[config.mk]
export PLATFORM = sky130hd
export DESIGN_NAME = debug_exec
export DESIGN_NICKNAME = d
export VERILOG_FILES = /design/src/rtl/debug_pkg.sv /design/src/rtl/ff_sync.sv /design/src/rtl/debug_exec.sv
export SDC_FILE = /design/constraint.sdc
export NUM_CORES = 1
export LEC_CHECK = 0
export ABC_AREA = 1
export CAP_MARGIN = 20
export CELL_PAD_IN_SITES_DETAIL_PLACEMENT = 1
export CELL_PAD_IN_SITES_GLOBAL_PLACEMENT = 1
export CORE_MARGIN = 3
export CORE_UTILIZATION = 28
export DETAILED_ROUTE_END_ITERATION = 6
export GPL_TIMING_DRIVEN = 0
export HOLD_SLACK_MARGIN = 0.06
export PLACE_DENSITY_LB_ADDON = 0.15
export SETUP_SLACK_MARGIN = 0.02
export SLEW_MARGIN = 0
export SYNTH_ARGS = -nofsm -noshare
export SYNTH_HDL_FRONTEND = slang
export SYNTH_HIERARCHICAL = 1
export SYNTH_SLANG_ARGS = --single-unit
[constraint.sdc]
create_clock -name cpu_clk -period 1.7 [get_ports cpu_clk]
set_input_delay 0.51 -clock cpu_clk [delete_from_list [all_inputs] [get_ports cpu_clk]]
set_output_delay 0.51 -clock cpu_clk [all_outputs]
set_load 0.02 [all_outputs]
[src/rtl/debug_pkg.sv]
// debug_pkg
//   Shared definitions for the CPU-domain debug command executor:
//   opcode values, FSM state encoding and dbg_status bit positions.
package debug_pkg;

  localparam logic [7:0] DEBUGOP_NOOP        = 8'h00;
  localparam logic [7:0] DEBUGOP_HALT        = 8'h01;
  localparam logic [7:0] DEBUGOP_RESUME      = 8'h02;
  localparam logic [7:0] DEBUGOP_RESET       = 8'h03;
  localparam logic [7:0] DEBUGOP_READ        = 8'h04;
  localparam logic [7:0] DEBUGOP_WRITE       = 8'h05;
  localparam logic [7:0] DEBUGOP_CLRERR      = 8'h06;
  localparam logic [7:0] DEBUGOP_STORE_ADDR  = 8'h80;
  localparam logic [7:0] DEBUGOP_STORE_DATA  = 8'h81;
  localparam logic [7:0] DEBUGOP_STORE_CHSEL = 8'h82;

  typedef enum logic [1:0] {
    ST_IDLE = 2'd0,
    ST_MEM  = 2'd1,
    ST_RST  = 2'd2
  } dbg_state_t;

  localparam int STAT_BUSY    = 0;
  localparam int STAT_HALTED  = 1;
  localparam int STAT_OVERRUN = 2;
  localparam int STAT_TIMEOUT = 3;

endpackage

[src/rtl/ff_sync.sv]
// ff_sync
//   Two-flop synchroniser for signals crossing into the cpu_clk domain.
//   Ports:
//     cpu_clk   in   destination clock
//     cpu_rstn  in   async active-low reset (flops clear to 0)
//     d         in   WIDTH asynchronous input
//     q         out  WIDTH synchronised output
module ff_sync #(
  parameter int WIDTH = 1
) (
  input  logic             cpu_clk,
  input  logic             cpu_rstn,
  input  logic [WIDTH-1:0] d,
  output logic [WIDTH-1:0] q
);

  logic [WIDTH-1:0] meta_q;

  always_ff @(posedge cpu_clk or negedge cpu_rstn) begin
    if (!cpu_rstn) begin
      meta_q <= '0;
      q      <= '0;
    end else begin
      meta_q <= d;
      q      <= meta_q;
    end
  end

endmodule

[src/rtl/debug_exec.sv]
// debug_exec
//   CPU-domain debug command executor. Synchronises the JTAG user-op ready
//   strobe, decodes opcodes and drives CPU halt/reset plus an NCH-channel
//   memory access port with req/ack handshake.
//   Optional feature: define DEBUG_AUTOINC_EN to post-increment the address
//   register after every acknowledged READ/WRITE.
//   Ports:
//     cpu_clk, cpu_rstn          clock, async active-low reset
//     jtag_userOp_ready          TCK-domain strobe (asynchronous)
//     jtag_userOp, jtag_userData opcode / operand, stable while ready high
//     cpu_halt, cpu_rst_req      CPU control
//     mem_req/we/addr/wdata      one-hot access request and payload
//     mem_rdata, mem_ack         per-channel read data and completion
//     dbg_rdata, dbg_status      readback: last read, {0,tmo,ovr,halt,busy}
//
//   state | meaning
//   ------+-----------------------------------------------
//   IDLE  | waiting for exec; only state that accepts ops
//   MEM   | mem_req[chsel] held until ack or timeout
//   RST   | cpu_rst_req high for RST_CYCLES cycles
module debug_exec
  import debug_pkg::*;
#(
  parameter int USER_W     = 32,
  parameter int ADDR_W     = 32,
  parameter int DATA_W     = 32,
  parameter int NCH        = 2,
  parameter int RST_CYCLES = 16,
  parameter int TIMEOUT    = 255
) (
  input  logic                  cpu_clk,
  input  logic                  cpu_rstn,
  input  logic                  jtag_userOp_ready,
  input  logic [7:0]            jtag_userOp,
  input  logic [USER_W-1:0]     jtag_userData,
  output logic                  cpu_halt,
  output logic                  cpu_rst_req,
  output logic [NCH-1:0]        mem_req,
  output logic                  mem_we,
  output logic [ADDR_W-1:0]     mem_addr,
  output logic [DATA_W-1:0]     mem_wdata,
  input  logic [NCH*DATA_W-1:0] mem_rdata,
  input  logic [NCH-1:0]        mem_ack,
  output logic [DATA_W-1:0]     dbg_rdata,
  output logic [7:0]            dbg_status
);

  localparam int CNT_MAX = (RST_CYCLES > TIMEOUT) ? RST_CYCLES : TIMEOUT;
  localparam int CNT_W   = $clog2(CNT_MAX + 1);

  dbg_state_t        state_q, state_d;
  logic [CNT_W-1:0]  cnt_q, cnt_d;
  logic              ready_s, ready_d, exec, busy;
  logic              acc_done, acc_tmo;
  logic              sel_ack;
  logic [DATA_W-1:0] sel_rdata;
  logic [ADDR_W-1:0] addr_q;
  logic [DATA_W-1:0] data_q, rdata_q;
  logic [3:0]        chsel_q;
  logic              halt_q, we_q, timeout_err, overrun_err;
  logic              unused_bits;

  assign unused_bits = ^jtag_userData;

  ff_sync #(.WIDTH(1)) u_ready_sync (
    .cpu_clk  (cpu_clk),
    .cpu_rstn (cpu_rstn),
    .d        (jtag_userOp_ready),
    .q        (ready_s)
  );

  always_ff @(posedge cpu_clk or negedge cpu_rstn) begin
    if (!cpu_rstn) ready_d <= 1'b0;
    else           ready_d <= ready_s;
  end

  assign exec = ready_s & ~ready_d;
  assign busy = (state_q != ST_IDLE);

  // Channel mux: only the selected channel's ack/rdata are observed.
  always_comb begin
    sel_ack   = 1'b0;
    sel_rdata = '0;
    mem_req   = '0;
    for (int i = 0; i < NCH; i++) begin
      if (chsel_q == 4'(i)) begin
        sel_ack    = mem_ack[i];
        sel_rdata  = mem_rdata[i*DATA_W +: DATA_W];
        mem_req[i] = (state_q == ST_MEM);
      end
    end
  end

  always_ff @(posedge cpu_clk or negedge cpu_rstn) begin
    if (!cpu_rstn) begin
      state_q <= ST_IDLE;
      cnt_q   <= '0;
    end else begin
      state_q <= state_d;
      cnt_q   <= cnt_d;
    end
  end

  // Down-counter loaded with N-1 so the state lasts exactly N cycles.
  always_comb begin
    state_d  = state_q;
    cnt_d    = cnt_q;
    acc_done = 1'b0;
    acc_tmo  = 1'b0;
    case (state_q)
      ST_IDLE: begin
        if (exec) begin
          if (jtag_userOp == DEBUGOP_READ || jtag_userOp == DEBUGOP_WRITE) begin
            state_d = ST_MEM;
            cnt_d   = CNT_W'(TIMEOUT - 1);
          end else if (jtag_userOp == DEBUGOP_RESET) begin
            state_d = ST_RST;
            cnt_d   = CNT_W'(RST_CYCLES - 1);
          end
        end
      end
      ST_MEM: begin
        if (sel_ack) begin
          acc_done = 1'b1;
          state_d  = ST_IDLE;
        end else if (cnt_q == '0) begin
          acc_tmo = 1'b1;
          state_d = ST_IDLE;
        end else begin
          cnt_d = cnt_q - 1'b1;
        end
      end
      ST_RST: begin
        if (cnt_q == '0) state_d = ST_IDLE;
        else             cnt_d   = cnt_q - 1'b1;
      end
      default: state_d = ST_IDLE;
    endcase
  end

  always_ff @(posedge cpu_clk or negedge cpu_rstn) begin
    if (!cpu_rstn) begin
      addr_q      <= '0;
      data_q      <= '0;
      rdata_q     <= '0;
      chsel_q     <= '0;
      halt_q      <= 1'b0;
      we_q        <= 1'b0;
      timeout_err <= 1'b0;
      overrun_err <= 1'b0;
    end else begin
      if (exec) begin
        if (busy) begin
          overrun_err <= 1'b1;
        end else begin
          case (jtag_userOp)
            DEBUGOP_HALT:       halt_q <= 1'b1;
            DEBUGOP_RESUME:     halt_q <= 1'b0;
            DEBUGOP_READ:       we_q   <= 1'b0;
            DEBUGOP_WRITE:      we_q   <= 1'b1;
            DEBUGOP_CLRERR: begin
              timeout_err <= 1'b0;
              overrun_err <= 1'b0;
            end
            DEBUGOP_STORE_ADDR: addr_q <= jtag_userData[ADDR_W-1:0];
            DEBUGOP_STORE_DATA: data_q <= jtag_userData[DATA_W-1:0];
            DEBUGOP_STORE_CHSEL: begin
              if ({1'b0, jtag_userData[3:0]} < 5'(NCH)) chsel_q     <= jtag_userData[3:0];
              else                                      overrun_err <= 1'b1;
            end
            default: ;
          endcase
        end
      end
      if (acc_done) begin
        if (!we_q) rdata_q <= sel_rdata;
`ifdef DEBUG_AUTOINC_EN
        addr_q <= addr_q + ADDR_W'(1);
`endif
      end
      if (acc_tmo) timeout_err <= 1'b1;
    end
  end

  assign cpu_halt    = halt_q;
  assign cpu_rst_req = (state_q == ST_RST);
  assign mem_we      = we_q;
  assign mem_addr    = addr_q;
  assign mem_wdata   = data_q;
  assign dbg_rdata   = rdata_q;

  always_comb begin
    dbg_status               = '0;
    dbg_status[STAT_BUSY]    = busy;
    dbg_status[STAT_HALTED]  = halt_q;
    dbg_status[STAT_OVERRUN] = overrun_err;
    dbg_status[STAT_TIMEOUT] = timeout_err;
  end

endmodule

==> impl_metrics.yaml, run 1 <==
die:
  num_io_pins: 218
  die-area_sq_um: 21600
  chipHeight_um: 147
  die_w_um: 147
  initial_core_util_pct: 29.1
  core_area_sq_um: 19100
  fp-row-count: 50
hold_path:
  hp-start: "u_ready_sync/meta_q$_DFF_PN0_"
  whs_endpoint: "u_ready_sync/q$_DFF_PN0_"
  holdPathStages: 0
  hold_path_class: "flop to flop"
logic_synthesis:
  synth_top_area_share_pct: 52.5
  ys_top_cells_by_area: "dfrtp_1, nand2_1, nand3_1"
  syn_area_sq_um: 5580
  synth-seq-cells: 117
  synthCells: 698
  avgSynthCellArea_sq_um: 7.99
  ys_warn_count: 6
  yosysUniqueCellTypes: 26
  yosysTopAreaCell: "dfrtp_1"
  yosysSeqAreaShare_pct: 52.5
critical_path:
  worstReg2RegEnd: "mem_addr[28]$_DFFE_PN0P_"
  critPathMaxStageDelay_ns: 0.40
  critPathKind: "flop to primary output"
  slowest_stage: "dfrtp_1"
  r2r_slack_ns: -0.23
  endpoint_kind: "primary output"
  cp_cell_sequence: "buf_6 > nor2_4 > buf_8 > nand2_4 > nor2_4 > buf_6"
  reg2reg_from: "state_q[1]$_DFFE_PN0P_"
  arrival_ns: 1.45
  rr_worst_depth: 14
  worstPathRequired_ns: 1.19
  path_max_fanout: 2
  path_buf_inv: 3
  start_kind: "flop"
  cp_top_family: "flip-flops"
global_route:
  grt_pass1_vias: 6275
  antenna_found_initial: 0
  grt_pass1_wl_um: 34300
  grt_overflow: 0
  grt_max_degree: 86
  grt_usage_pct: 19.8
place:
  place_inst: 1175
  place_hpwl_um: 14000
  routabilityCongestion: 0.773
  io_buffers: 213
outcome:
  violations: "negative setup slack"
  status: "finished, violations left"
clock_tree:
  cts-htree-levels: 4
  cts_sinks: 117
  clk_pin_slew_ns: 0.06
  cts_tree: "done"
  insertion_delay_ns: 0.42
  cts_inserted_buffers: 17
  cts_buffer_depth: 2
  cts_root_buffer: "clkbuf_16"
cells_and_area:
  antenna_cells: 0
  syn_to_final_growth_pct: 78.4
  drive_gt1_share_pct: 28.6
  final_util_pct: 52.0
  stdcell_count: 1261
  layout.nets: 1103
pwr:
  finalPower_uw: 8730
  power.density_nw_per_um2: 878
  leakagePower_uw: 0.00508
  ir_worst_vdd_mv: 0.661
sta:
  worst_pin_slew_ns: 0.734
  fin_crit_ns: 1.96
  worst_slack_ns: -0.255
  max_freq_mhz: 511
  fin_skew_ns: 0.0112
  finalCritPeriodShare_pct: 115
  rsz0062_at_grt: "true"
  final_max_slew_viol_count: 0
  final_hold_viol_count: 0
  slew_headroom_pct: 51.1
  setup_viol: 75
route:
  wl_per_cell_um: 16.9
  remaining_drc_errors: 0
  wl_um: 21400
  vias: 5812
  dr.pass1.iters: 4
  ant_nets: 0
  drtIter0Drc: 176
  vias_per_cell: 4.61
job:
  maxCapViolCount: 0
-- cell usage after synthesis (all sizes together) --
cell type	instances
xnor2	1
conb	1
o22ai	1
clkbuf	11
dfrtp	117
a21oi	3
nand4	6
nand2	229
nor2	31
inv	68
nand3	84
o21ai	104
ha	6
buf	33
o31ai	1
nor3	1
o211ai	1
-- sequential cells by signal, indices dropped and copies added, names as in the netlist, 2 cells and up --
| register | flops |
|---|---|
| mem_wdata | 32 |
| chsel_q | 4 |
| dbg_rdata | 32 |
| mem_addr | 32 |
| cnt_q | 8 |
| state_q | 2 |
-- layout by cell type (no fill, tap or decap), types with 31 or more instances in the layout --
| cell type | synthesis | final |
|---|---|---|
| buf_4 | 11 | 31 |
| dlygate4sd2_1 | 0 | 42 |
| nand2_2 | 0 | 55 |
| o21ai_2 | 0 | 46 |
| dfrtp_1 | 117 | 115 |
| nand2_1 | 229 | 166 |
| o21ai_1 | 75 | 43 |
| clkdlybuf4s50_1 | 0 | 106 |
| clkdlybuf4s15_1 | 0 | 45 |
| inv_1 | 65 | 61 |
| nand3_1 | 81 | 78 |
-- per-stage QoR --
stage / hold WS, ns / cell area [sq um] / setup slack [ns] / setup TNS (ns)
2_1_floorplan: 0.214 / 5610 / 0.0226 / 0
3_3_place_gp: 0.339 / 8060 / -4.86 / -603.11
3_5_place_dp: 0.342 / 8090 / -0.829 / -40.47
4_1_cts: 0.357 / 9610 / -0.284 / -6.54
5_1_grt: 0.365 / 9950 / -0.352 / -19.91
6_report: 0.353 / 9950 / -0.255 / -9.96
-- where the power goes --
part           internal (uW)  leakage, uW  switching (uW)
clock                   2060     0.000269            1480
sequential              2940      0.00159             148
combinational            931      0.00323            1170
total                   5930      0.00508            2800
-- worst max-delay path by stage --
| stage | slack (ns) | startpoint | end | depth (start not counted) |
|---|---|---|---|---|
| 6_report | -0.26 | chsel_q[0]$_DFFE_PN0P_ | mem_req[0] | 6 |
| 5_1_grt | -0.35 | state_q[1]$_DFFE_PN0P_ | mem_addr[26]$_DFFE_PN0P_ | 14 |
| 4_1_cts | -0.28 | chsel_q[0]$_DFFE_PN0P_ | mem_req[0] | 6 |
| 3_5_place_dp | -0.83 | chsel_q[1]$_DFFE_PN0P_ | mem_req[0] | 5 |
| 3_3_place_gp | -4.86 | cpu_rstn | u_ready_sync/meta_q$_DFF_PN0_ | 1 |
| 2_1_floorplan | 0.02 | chsel_q[1]$_DFFE_PN0P_ | mem_req[0] | 4 |
-- area by class of cell --
cell class / count / area (sq um)
Inverter: 68 / 260
Multi-Input combinational cell: 473 / 2710
Fill cell: 2230 / 9200
Clock buffer: 18 / 429
Clock inverter: 14 / 144
Buffer: 43 / 448
Timing Repair Buffer: 268 / 2700
Sequential cell: 117 / 2930
Tap cell: 260 / 325
-- per-layer routing --
metal  part of all wire, %  vias up  wire length (um)  GRT usage [%]
met2                    51      164             10800           34.5
li1                      -     2819                 -              -
met4                   1.3        0               278           5.03
met1                    42     2808              8880           24.4
met3                   6.4       21              1380           5.46
met5                     0        -                 0              0
-- cell families after synthesis --
family	Yosys count	share of synthesized area, %
and+or+nand+nor	351	26.7
adders and majority gates	6	1.35
xor gates and xnor gates	1	0.157
AOI/OAI and AO/OA	110	9.98
buffers and inverters	112	9.20
DFF	117	52.5
other	1	0.0672
-- what timing repair did --
action                                 CTS  global route
endpoints found under the hold margin   32             0
gates cloned                            10             1
buffers inserted                        38            11
gates resized for setup                318           159
hold buffers                             1             0
setup endpoints to repair              188           157
pin swaps                                9            12
Note: power is estimated with default switching activity, not from simulation.
==> run 2, diff against run 1 <==
ABC_CLOCK_PERIOD_IN_PS = 1700   (was unset)
CORE_MARGIN = unset   (was 3)
==> run 2 against run 1 <==
  * The run still ends with negative setup slack left
  * Via count increased by 0.57%
  * Fmax rose by 2.0%
  * Sequential power barely moved
  * Critical endpoint unchanged
  * Largest power group unchanged
==> impl_metrics.yaml, run 2 (synthesis results as in run 1) <==
route:
  drtIter0Drc: 150
  remaining_drc_errors: 0
  ant_nets: 0
  wl_um: 22300
  wl_per_cell_um: 17.7
  dr.pass1.iters: 4
  vias: 5845
  vias_per_cell: 4.62
die:
  fp-row-count: 51
  chipHeight_um: 143
  die-area_sq_um: 20500
  core_area_sq_um: 19500
  initial_core_util_pct: 28.7
  num_io_pins: 218
  die_w_um: 143
outcome:
  status: "finished, violations left"
  violations: "negative setup slack"
critical_path:
  crit_end: "mem_req[0]"
  critPathKind: "flop to primary output"
  start_kind: "flop"
  critical_path.startpoint: "chsel_q[1]$_DFFE_PN0P_"
  arrival_ns: 1.41
  r2r_slack_ns: -0.16
  worstReg2RegEnd: "mem_addr[21]$_DFFE_PN0P_"
  reg2reg_from: "state_q[1]$_DFFE_PN0P_"
  worstPathRequired_ns: 1.19
  rr_worst_depth: 12
  endpoint_kind: "primary output"
  path_max_fanout: 3
cells_and_area:
  fin_area_sq_um: 10200
  final_common_cell: "nand2_1"
  stdcell_count: 1264
  drive_gt1_share_pct: 32.1
  syn_to_final_growth_pct: 83.4
  final_util_pct: 52.5
  antenna_cells: 0
  fill_cells: 2192
  layout.nets: 1101
  mostFrequentLayoutCells: "nand2_1, dfrtp_1, clkdlybuf4s50_1"
clock_tree:
  cts_root_buffer: "clkbuf_16"
  cts_sinks: 117
  insertion_delay_ns: 0.43
  cts_inserted_buffers: 17
  ctsHoldBuffers: 0
  clk_pin_slew_ns: 0.06
  cts_buffer_depth: 2
  cts-htree-levels: 4
  cts_tree: "done"
sta:
  rsz0062_at_grt: "true"
  final_hold_viol_count: 0
  fin_skew_ns: 0.0107
  final_max_slew_viol_count: 0
  slew_headroom_pct: 54.1
  fin_crit_ns: 1.92
  worst_slack_ns: -0.216
  worst_pin_slew_ns: 0.688
  max_freq_mhz: 522
  finalCritPeriodShare_pct: 113
  setup_viol: 96
place:
  place_hpwl_um: 13700
  io_buffers: 213
  routabilityCongestion: 0.746
  dpl_cell_area_sq_um: 8100
  place_inst: 1180
global_route:
  grt_pass1_vias: 6123
  grt_pass1_wl_um: 33000
  antenna_found_initial: 0
  grt_usage_pct: 21.4
  grt_max_degree: 61
  grt_overflow: 0
pwr:
  ir_worst_vdd_mv: 0.708
  power.density_nw_per_um2: 889
  leakagePower_uw: 0.00518
  finalPower_uw: 9100
hold_path:
  hold_path_class: "input pin to async pin"
job:
  maxCapViolCount: 0
-- run 2: final cells by class --
cell class	count	area [sq um]	area share (%)
Buffer	40	412	4.02
Clock buffer	19	453	4.43
Clock inverter	13	194	1.90
Inverter	68	264	2.58
Multi-Input combinational cell	474	2940	28.7
Sequential cell	117	2930	28.7
Tap cell	265	332	3.24
Timing Repair Buffer	268	2710	26.4
-- run 2: worst min-delay path by stage --
stage,to,slack (ns),depth (start not counted)
floorplan,chsel_q[0]$_DFFE_PN0P_,0.21,0
global placement,u_ready_sync/q$_DFF_PN0_,0.34,0
detailed placement,u_ready_sync/q$_DFF_PN0_,0.34,0
CTS,mem_wdata[16]$_DFFE_PN0P_,0.09,1
global route,mem_wdata[16]$_DFFE_PN0P_,0.10,1
finish,mem_wdata[16]$_DFFE_PN0P_,0.06,1
-- run 2: through the flow --
stage / TNS (ns) / hold WS (ns) / worst slack (ns)
floorplan: 0 / 0.214 / 0.0226
global placement: -599.07 / 0.335 / -4.82
detailed placement: -38.71 / 0.336 / -0.861
CTS: -2.01 / 0.0880 / -0.275
global route: -19.26 / 0.104 / -0.270
finish: -8.20 / 0.0564 / -0.216
-- run 2: critical path, cell delays in order, from the launching register on --
cell and delay, ns:
dfrtp_2 0.44, nor2_4 0.16, buf_8 0.12, nand2_4 0.04, nor2_4 0.09, buf_6 0.12
-- run 2: report_power, final --
group          total, uW  leakage, uW  switching [uW]  internal, uW
Clock               3970     0.000315            1420          2550
Combinational       2030      0.00328            1150           884
Sequential          3090      0.00159             144          2950
-- run 2: timing repair --
| action | 4_1_cts | 5_1_grt |
|---|---|---|
| buffers inserted | 39 | 17 |
| cloned | 9 | 3 |
| pin swaps | 10 | 17 |
| setup endpoints to repair | 201 | 141 |
| gates resized for setup | 300 | 237 |
| endpoints found under the hold margin | 0 | 0 |
-- run 2: routing by layer --
layer / up-vias / wire (um) / global-route usage, %
met5: - / 0 / 0
met4: 0 / 329 / 6.28
met3: 26 / 1460 / 5.33
met2: 170 / 11700 / 37.7
met1: 2832 / 8840 / 25.4
li1: 2817 / - / -
==> run 3, diff against run 2 <==
ABC_CLOCK_PERIOD_IN_PS = unset   (was 1700)
==> results of run 3 <==
Same layout as run 2: the final DEF is identical, and so are final timing and power.
